### src/rtl/adpcm_sched.sv
// Time-shares one ADPCM codec core between an encode and a decode requester:
// round-robin grant, operand setup, toggle handshake, result return and watchdog.
module adpcm_sched #(
  parameter int SETUP_CYC = 2,
  parameter int TIMEOUT   = 15
) (
  input  logic        i_clk,
  input  logic        i_rst,
  input  logic        i_enable,
  input  logic        i_enc_valid,
  input  logic [15:0] i_enc_pcm,
  output logic        o_enc_ready,
  output logic        o_enc_out_valid,
  output logic [3:0]  o_enc_adpcm,
  input  logic        i_dec_valid,
  input  logic [3:0]  i_dec_adpcm,
  output logic        o_dec_ready,
  output logic        o_dec_out_valid,
  output logic [15:0] o_dec_pcm,
  output logic        o_core_enable,
  output logic        o_core_req,
  output logic        o_core_sel_rx,
  output logic [15:0] o_core_rx_pcm,
  output logic [3:0]  o_core_rx_adpcm,
  input  logic        i_core_ack,
  input  logic [15:0] i_core_tx_pcm,
  input  logic [3:0]  i_core_tx_adpcm,
  output logic        o_busy,
  output logic        o_err
);

  // The core needs at least two cycles of stable operand before the request toggle.
  localparam int SETUP_EFF = (SETUP_CYC < 2) ? 2 : SETUP_CYC;
  localparam int CNT_MAX   = (TIMEOUT > SETUP_EFF - 1) ? TIMEOUT : SETUP_EFF - 1;
  localparam int CW        = (CNT_MAX < 2) ? 1 : $clog2(CNT_MAX + 1);
  localparam logic [CW-1:0] SETUP_LOAD   = CW'(SETUP_EFF - 1);
  localparam logic [CW-1:0] TIMEOUT_LOAD = CW'(TIMEOUT);

  typedef enum logic [2:0] {
    S_IDLE,
    S_SETUP,
    S_BUSY,
    S_WAIT_DONE,
    S_DONE
  } state_t;

  typedef enum logic {
    GRANT_ENC,
    GRANT_DEC
  } grant_t;

  state_t        r_state, w_stateNext;
  grant_t        r_lastGrant, w_lastGrantNext;
  logic [CW-1:0] r_cnt, w_cntNext;
  logic          r_coreReq, w_coreReqNext;
  logic          r_coreSelRx, w_coreSelRxNext;
  logic [15:0]   r_coreRxPcm, w_coreRxPcmNext;
  logic [3:0]    r_coreRxAdpcm, w_coreRxAdpcmNext;
  logic [3:0]    r_encAdpcm, w_encAdpcmNext;
  logic [15:0]   r_decPcm, w_decPcmNext;
  logic          r_encOutValid, w_encOutValidNext;
  logic          r_decOutValid, w_decOutValidNext;
  logic          r_err, w_errNext;

  logic w_encReady;
  logic w_decReady;
  logic w_encGrant;
  logic w_decGrant;

  // A requester only loses a tie when it was the one served last.
  assign w_encReady = i_enable && !i_rst && (r_state == S_IDLE) &&
                      !(i_dec_valid && (r_lastGrant == GRANT_ENC));
  assign w_decReady = i_enable && !i_rst && (r_state == S_IDLE) &&
                      !(i_enc_valid && (r_lastGrant == GRANT_DEC));
  assign w_encGrant = i_enc_valid && w_encReady;
  assign w_decGrant = i_dec_valid && w_decReady && !w_encGrant;

  always_comb begin
    w_stateNext        = r_state;
    w_lastGrantNext    = r_lastGrant;
    w_cntNext          = r_cnt;
    w_coreReqNext      = r_coreReq;
    w_coreSelRxNext    = r_coreSelRx;
    w_coreRxPcmNext    = r_coreRxPcm;
    w_coreRxAdpcmNext  = r_coreRxAdpcm;
    w_encAdpcmNext     = r_encAdpcm;
    w_decPcmNext       = r_decPcm;
    w_encOutValidNext  = 1'b0;
    w_decOutValidNext  = 1'b0;
    w_errNext          = r_err;

    case (r_state)
      S_IDLE: begin
        if (w_encGrant) begin
          w_stateNext     = S_SETUP;
          w_coreRxPcmNext = i_enc_pcm;
          w_coreSelRxNext = 1'b0;
          w_lastGrantNext = GRANT_ENC;
          w_cntNext       = SETUP_LOAD;
        end else if (w_decGrant) begin
          w_stateNext       = S_SETUP;
          w_coreRxAdpcmNext = i_dec_adpcm;
          w_coreSelRxNext   = 1'b1;
          w_lastGrantNext   = GRANT_DEC;
          w_cntNext         = SETUP_LOAD;
        end
      end
      S_SETUP: begin
        if (r_cnt == '0) begin
          w_coreReqNext = ~r_coreReq;
          w_cntNext     = TIMEOUT_LOAD;
          w_stateNext   = S_BUSY;
        end else begin
          w_cntNext = r_cnt - CW'(1);
        end
      end
      S_BUSY: begin
        // The core drops ack once it has picked up the toggle.
        if (!i_core_ack) begin
          w_stateNext = S_WAIT_DONE;
          w_cntNext   = TIMEOUT_LOAD;
        end else if (r_cnt == '0) begin
          w_errNext   = 1'b1;
          w_stateNext = S_DONE;
        end else begin
          w_cntNext = r_cnt - CW'(1);
        end
      end
      S_WAIT_DONE: begin
        if (i_core_ack) begin
          if (r_coreSelRx) begin
            w_decPcmNext      = i_core_tx_pcm;
            w_decOutValidNext = 1'b1;
          end else begin
            w_encAdpcmNext    = i_core_tx_adpcm;
            w_encOutValidNext = 1'b1;
          end
          w_stateNext = S_DONE;
        end else if (r_cnt == '0) begin
          w_errNext   = 1'b1;
          w_stateNext = S_DONE;
        end else begin
          w_cntNext = r_cnt - CW'(1);
        end
      end
      S_DONE: w_stateNext = S_IDLE;
      default: w_stateNext = S_IDLE;
    endcase

    if (!i_enable) begin
      w_stateNext        = S_IDLE;
      w_lastGrantNext    = GRANT_DEC;
      w_cntNext          = '0;
      w_coreReqNext      = 1'b0;
      w_coreSelRxNext    = 1'b0;
      w_coreRxPcmNext    = '0;
      w_coreRxAdpcmNext  = '0;
      w_encAdpcmNext     = '0;
      w_decPcmNext       = '0;
      w_encOutValidNext  = 1'b0;
      w_decOutValidNext  = 1'b0;
      w_errNext          = 1'b0;
    end
  end

  always_ff @(posedge i_clk or posedge i_rst) begin
    if (i_rst) begin
      r_state       <= S_IDLE;
      r_lastGrant   <= GRANT_DEC;
      r_cnt         <= '0;
      r_coreReq     <= 1'b0;
      r_coreSelRx   <= 1'b0;
      r_coreRxPcm   <= '0;
      r_coreRxAdpcm <= '0;
      r_encAdpcm    <= '0;
      r_decPcm      <= '0;
      r_encOutValid <= 1'b0;
      r_decOutValid <= 1'b0;
      r_err         <= 1'b0;
    end else begin
      r_state       <= w_stateNext;
      r_lastGrant   <= w_lastGrantNext;
      r_cnt         <= w_cntNext;
      r_coreReq     <= w_coreReqNext;
      r_coreSelRx   <= w_coreSelRxNext;
      r_coreRxPcm   <= w_coreRxPcmNext;
      r_coreRxAdpcm <= w_coreRxAdpcmNext;
      r_encAdpcm    <= w_encAdpcmNext;
      r_decPcm      <= w_decPcmNext;
      r_encOutValid <= w_encOutValidNext;
      r_decOutValid <= w_decOutValidNext;
      r_err         <= w_errNext;
    end
  end

  assign o_enc_ready     = w_encReady;
  assign o_dec_ready     = w_decReady;
  assign o_enc_out_valid = r_encOutValid;
  assign o_dec_out_valid = r_decOutValid;
  assign o_enc_adpcm     = r_encAdpcm;
  assign o_dec_pcm       = r_decPcm;
  assign o_core_enable   = i_enable;
  assign o_core_req      = r_coreReq;
  assign o_core_sel_rx   = r_coreSelRx;
  assign o_core_rx_pcm   = r_coreRxPcm;
  assign o_core_rx_adpcm = r_coreRxAdpcm;
  assign o_busy          = (r_state != S_IDLE);
  assign o_err           = r_err;

endmodule
### config.mk
export PLATFORM = sky130hd
export DESIGN_NAME = adpcm_sched
export DESIGN_NICKNAME = d
export VERILOG_FILES = /design/src/rtl/adpcm_sched.sv
export SDC_FILE = /design/constraint.sdc
export NUM_CORES = 1
export LEC_CHECK = 0
export CORE_MARGIN = 4
export CORE_UTILIZATION = 46
export DETAILED_ROUTE_END_ITERATION = 10
export PLACE_DENSITY = 0.9
export SLEW_MARGIN = 20
export SYNTH_ARGS = -nofsm -noshare
export SYNTH_HDL_FRONTEND = slang
export SYNTH_SLANG_ARGS = --single-unit
### constraint.sdc
create_clock -name i_clk -period 6 [get_ports i_clk]
set_clock_uncertainty 0.15 [all_clocks]
set_input_delay 1.2 -clock i_clk [delete_from_list [all_inputs] [get_ports i_clk]]
set_output_delay 1.2 -clock i_clk [all_outputs]
set_load 0.01 [all_outputs]
==> metrics.yaml <==
fp.coreArea_sq_mm: 0.00488
viasPerCell: 5.33
clockRootBuffer: "clkbuf_8"
grt_usage_pct: 20.3
whs_ps: 360
synth_edf_count: 0
vdd_ir_drop_max_mv: 0.162
crit_arrival_ps: 3180
hold_viol: 0
clk_path_buf_depth: 2
grt_overflow: 0
status: "finished clean"
ys_seq_area_share_pct: 55.7
reg2reg_depth: 9
ys_ff_latch: 53
layout_common_cells: "94 x clkdlybuf4s50_1, 52 x dfrtp_1, 39 x nand2_1, 27 x o21ai_0, 16 x a22o_1"
antenna_found_initial: 0
synth.distinct_cells: 42
fin_tns_setup_ps: 0
crit_path_end_kind: "output pin"
via_count: 2062
postCtsSetupBuffers: 0
min_delay_path_depth: 1
die_w_microns: 80
muxShareOfSynthArea_pct: 1.68
worst_pin_slew_ps: 914
crit_path_cell_trace: "clkdlybuf4s50_1, or4b_1, nor3_1, clkdlybuf4s50_1"
synth_top_family_by_area: "simple AND/OR/NAND/NOR gates"
place.port_buffers: 94
drt_iter0_markers: 161
timing.final.crit_share_pct: 75.4
clock_latency_ps: 300
routed_wl_microns: 6070
cp_top_family: "buffers and inverters"
synthAdderAreaFrac_pct: 1.05
synth.avg_cell_area_sq_um: 10.2
power_density_mw_per_mm2: 271
nets: 367
yosysWarningCount: 0
min_path_type: "flop to flop"
required_ps: 4650
synth-compound-area-share_pct: 17.9
power.leakage_nw: 1.45
ant_nets: 0
drive_above_1_share_pct: 5.94
grt_max_degree: 54
cp_slowest_cell: "clkdlybuf4s50_1"
routedWlPerCell_microns: 15.7
fmax_mhz: 221
worst-path-stages: 4
maxCapViolCount: 0
htree_num_levels: 2
ys.flop_type: "dfrtp_1"
cts_resized: 0
hold_buffers: 0
path_common_cell: "clkdlybuf4s50_1"
relSlewSlack_pct: 39.1
min_period_ps: 4530
clkPwrFrac_pct: 29.6
die_y_microns: 80
power_frac_comb_pct: 26.0
path_clk_slew_ps: 100
firstDrtPassIters: 4
drc: 0
synth_area_sq_mm: 0.00238
power.switching_w: 0.000267
ioPinCount: 95
setup_violations: 0
area_growth_pct: 46.3
rsz0062_at_grt: "false"
crit_path_start_kind: "primary input"
path_class: "primary input to output pin"
drv_slew: 0
p_int_w: 0.000678
row_count: 25
crit_path_max_fanout: 4
floorplan.initialDensity_pct: 48.9
syn_inst: 233
synthSimpleGateAreaFrac_pct: 18.9
async_reset_ff_share_pct: 100
swShare_pct: 28.3
grt_pass1_wl_microns: 10100
syn_nets: 281
dp_hpwl_microns: 4300
cts_sinks: 53
grt_pass1_vias: 2082
dieArea_sq_mm: 0.00640
seq_power_share_pct: 44.4
cts_tree: "yes"
max_stage_delay_ps: 620
synth_xor_area_share_pct: 0.735
path_buf_inv: 2
power.total_w: 0.000945
diodes: 0
layout_commonest_cell: "clkdlybuf4s50_1"
place_congestion: 0.783
cts_buffers: 5
flip-flops by register name (all words and copies together), names as in the netlist, 3 cells and up:
register / cells
o_core_rx_adpcm: 4
o_core_rx_pcm: 16
o_enc_adpcm: 4
o_dec_pcm: 16
r_state: 3
r_cnt: 4
Yosys cell counts, types with 2 or more instances:
master,instances,area share [%]
dfrtp_1,52,55
nand2_1,39,6.1
o21ai_0,27,5.7
a22o_1,16,5.9
clkbuf_1,10,1.6
nand3_1,9,1.9
nor2_1,9,1.4
a21oi_1,7,1.5
nor2b_1,7,1.8
inv_1,6,0.94
buf_2,4,0.84
mux2i_1,4,1.7
nand2b_1,4,1.0
nor3_1,3,0.63
o21a_1,3,0.94
or3_1,3,0.79
clkbuf_2,2,0.42
ha_1,2,1.0
nand3b_1,2,0.63
xnor2_1,2,0.73
final timing paths:
path	start	to	slack [ps]
worst max-delay path	i_enable	o_enc_ready	1470
worst min-delay path	o_err	o_err	360
worst max register to register	r_cnt[0]	r_cnt[0]	3250
worst min register to register	o_err	o_err	360
max in group asynchronous	i_rst	r_cnt[3]	3680
min in group asynchronous	i_rst	r_state[0]	1470
cell families (layout without fill, tap and decap cells):
family,Yosys count,in the layout
and+or+nand+nor,87,87
adders and majority gates,2,2
DFF,53,53
xor gates and xnor gates,2,2
muxes,4,4
AOI/OAI and AO/OA,62,62
buffers and inverters,23,110
final cells by class:
cell class	count	area (sq um)
flip-flops and latches	53	1330
clock inverters	3	65.1
clock buffers	5	68.8
fillers	394	1390
repair buffers	96	956
multi-input cells	157	963
well taps	67	83.8
inverters	6	23.8
per-stage QoR:
stage               utilization [%]  setup slack (ps)  cells  area (sq um)
global placement               68.6              1490    379          3350
global route                   71.5              1390    387          3490
finish                         71.5              1470    387          3490
floorplan                         -              2520    233          2380
CTS                            71.4              1480    387          3480
detailed placement             68.6              1510    379          3350
power groups by stage:
stage | combinational, W | sequential [W] | clock, W
final | 0.000245 | 0.000420 | 0.000280
after global routing | 0.000273 | 0.000425 | 0.000301
after CTS | 0.000246 | 0.000419 | 0.000287
after detailed placement | 0.000243 | 0.000426 | 0
after global placement | 0.000236 | 0.000424 | 0
after floorplan | 0.000151 | 0.000418 | 0
per-layer routing:
metal	vias up	track usage (%)	wire [microns]	part of all wire, %
met4	0	6.08	95	1.6
met5	-	0	0	0
li1	981	-	-	-
met3	8	4.97	395	6.5
met1	992	26.8	2630	43
met2	81	32.9	2950	49
(Power assumes the default switching activity.)
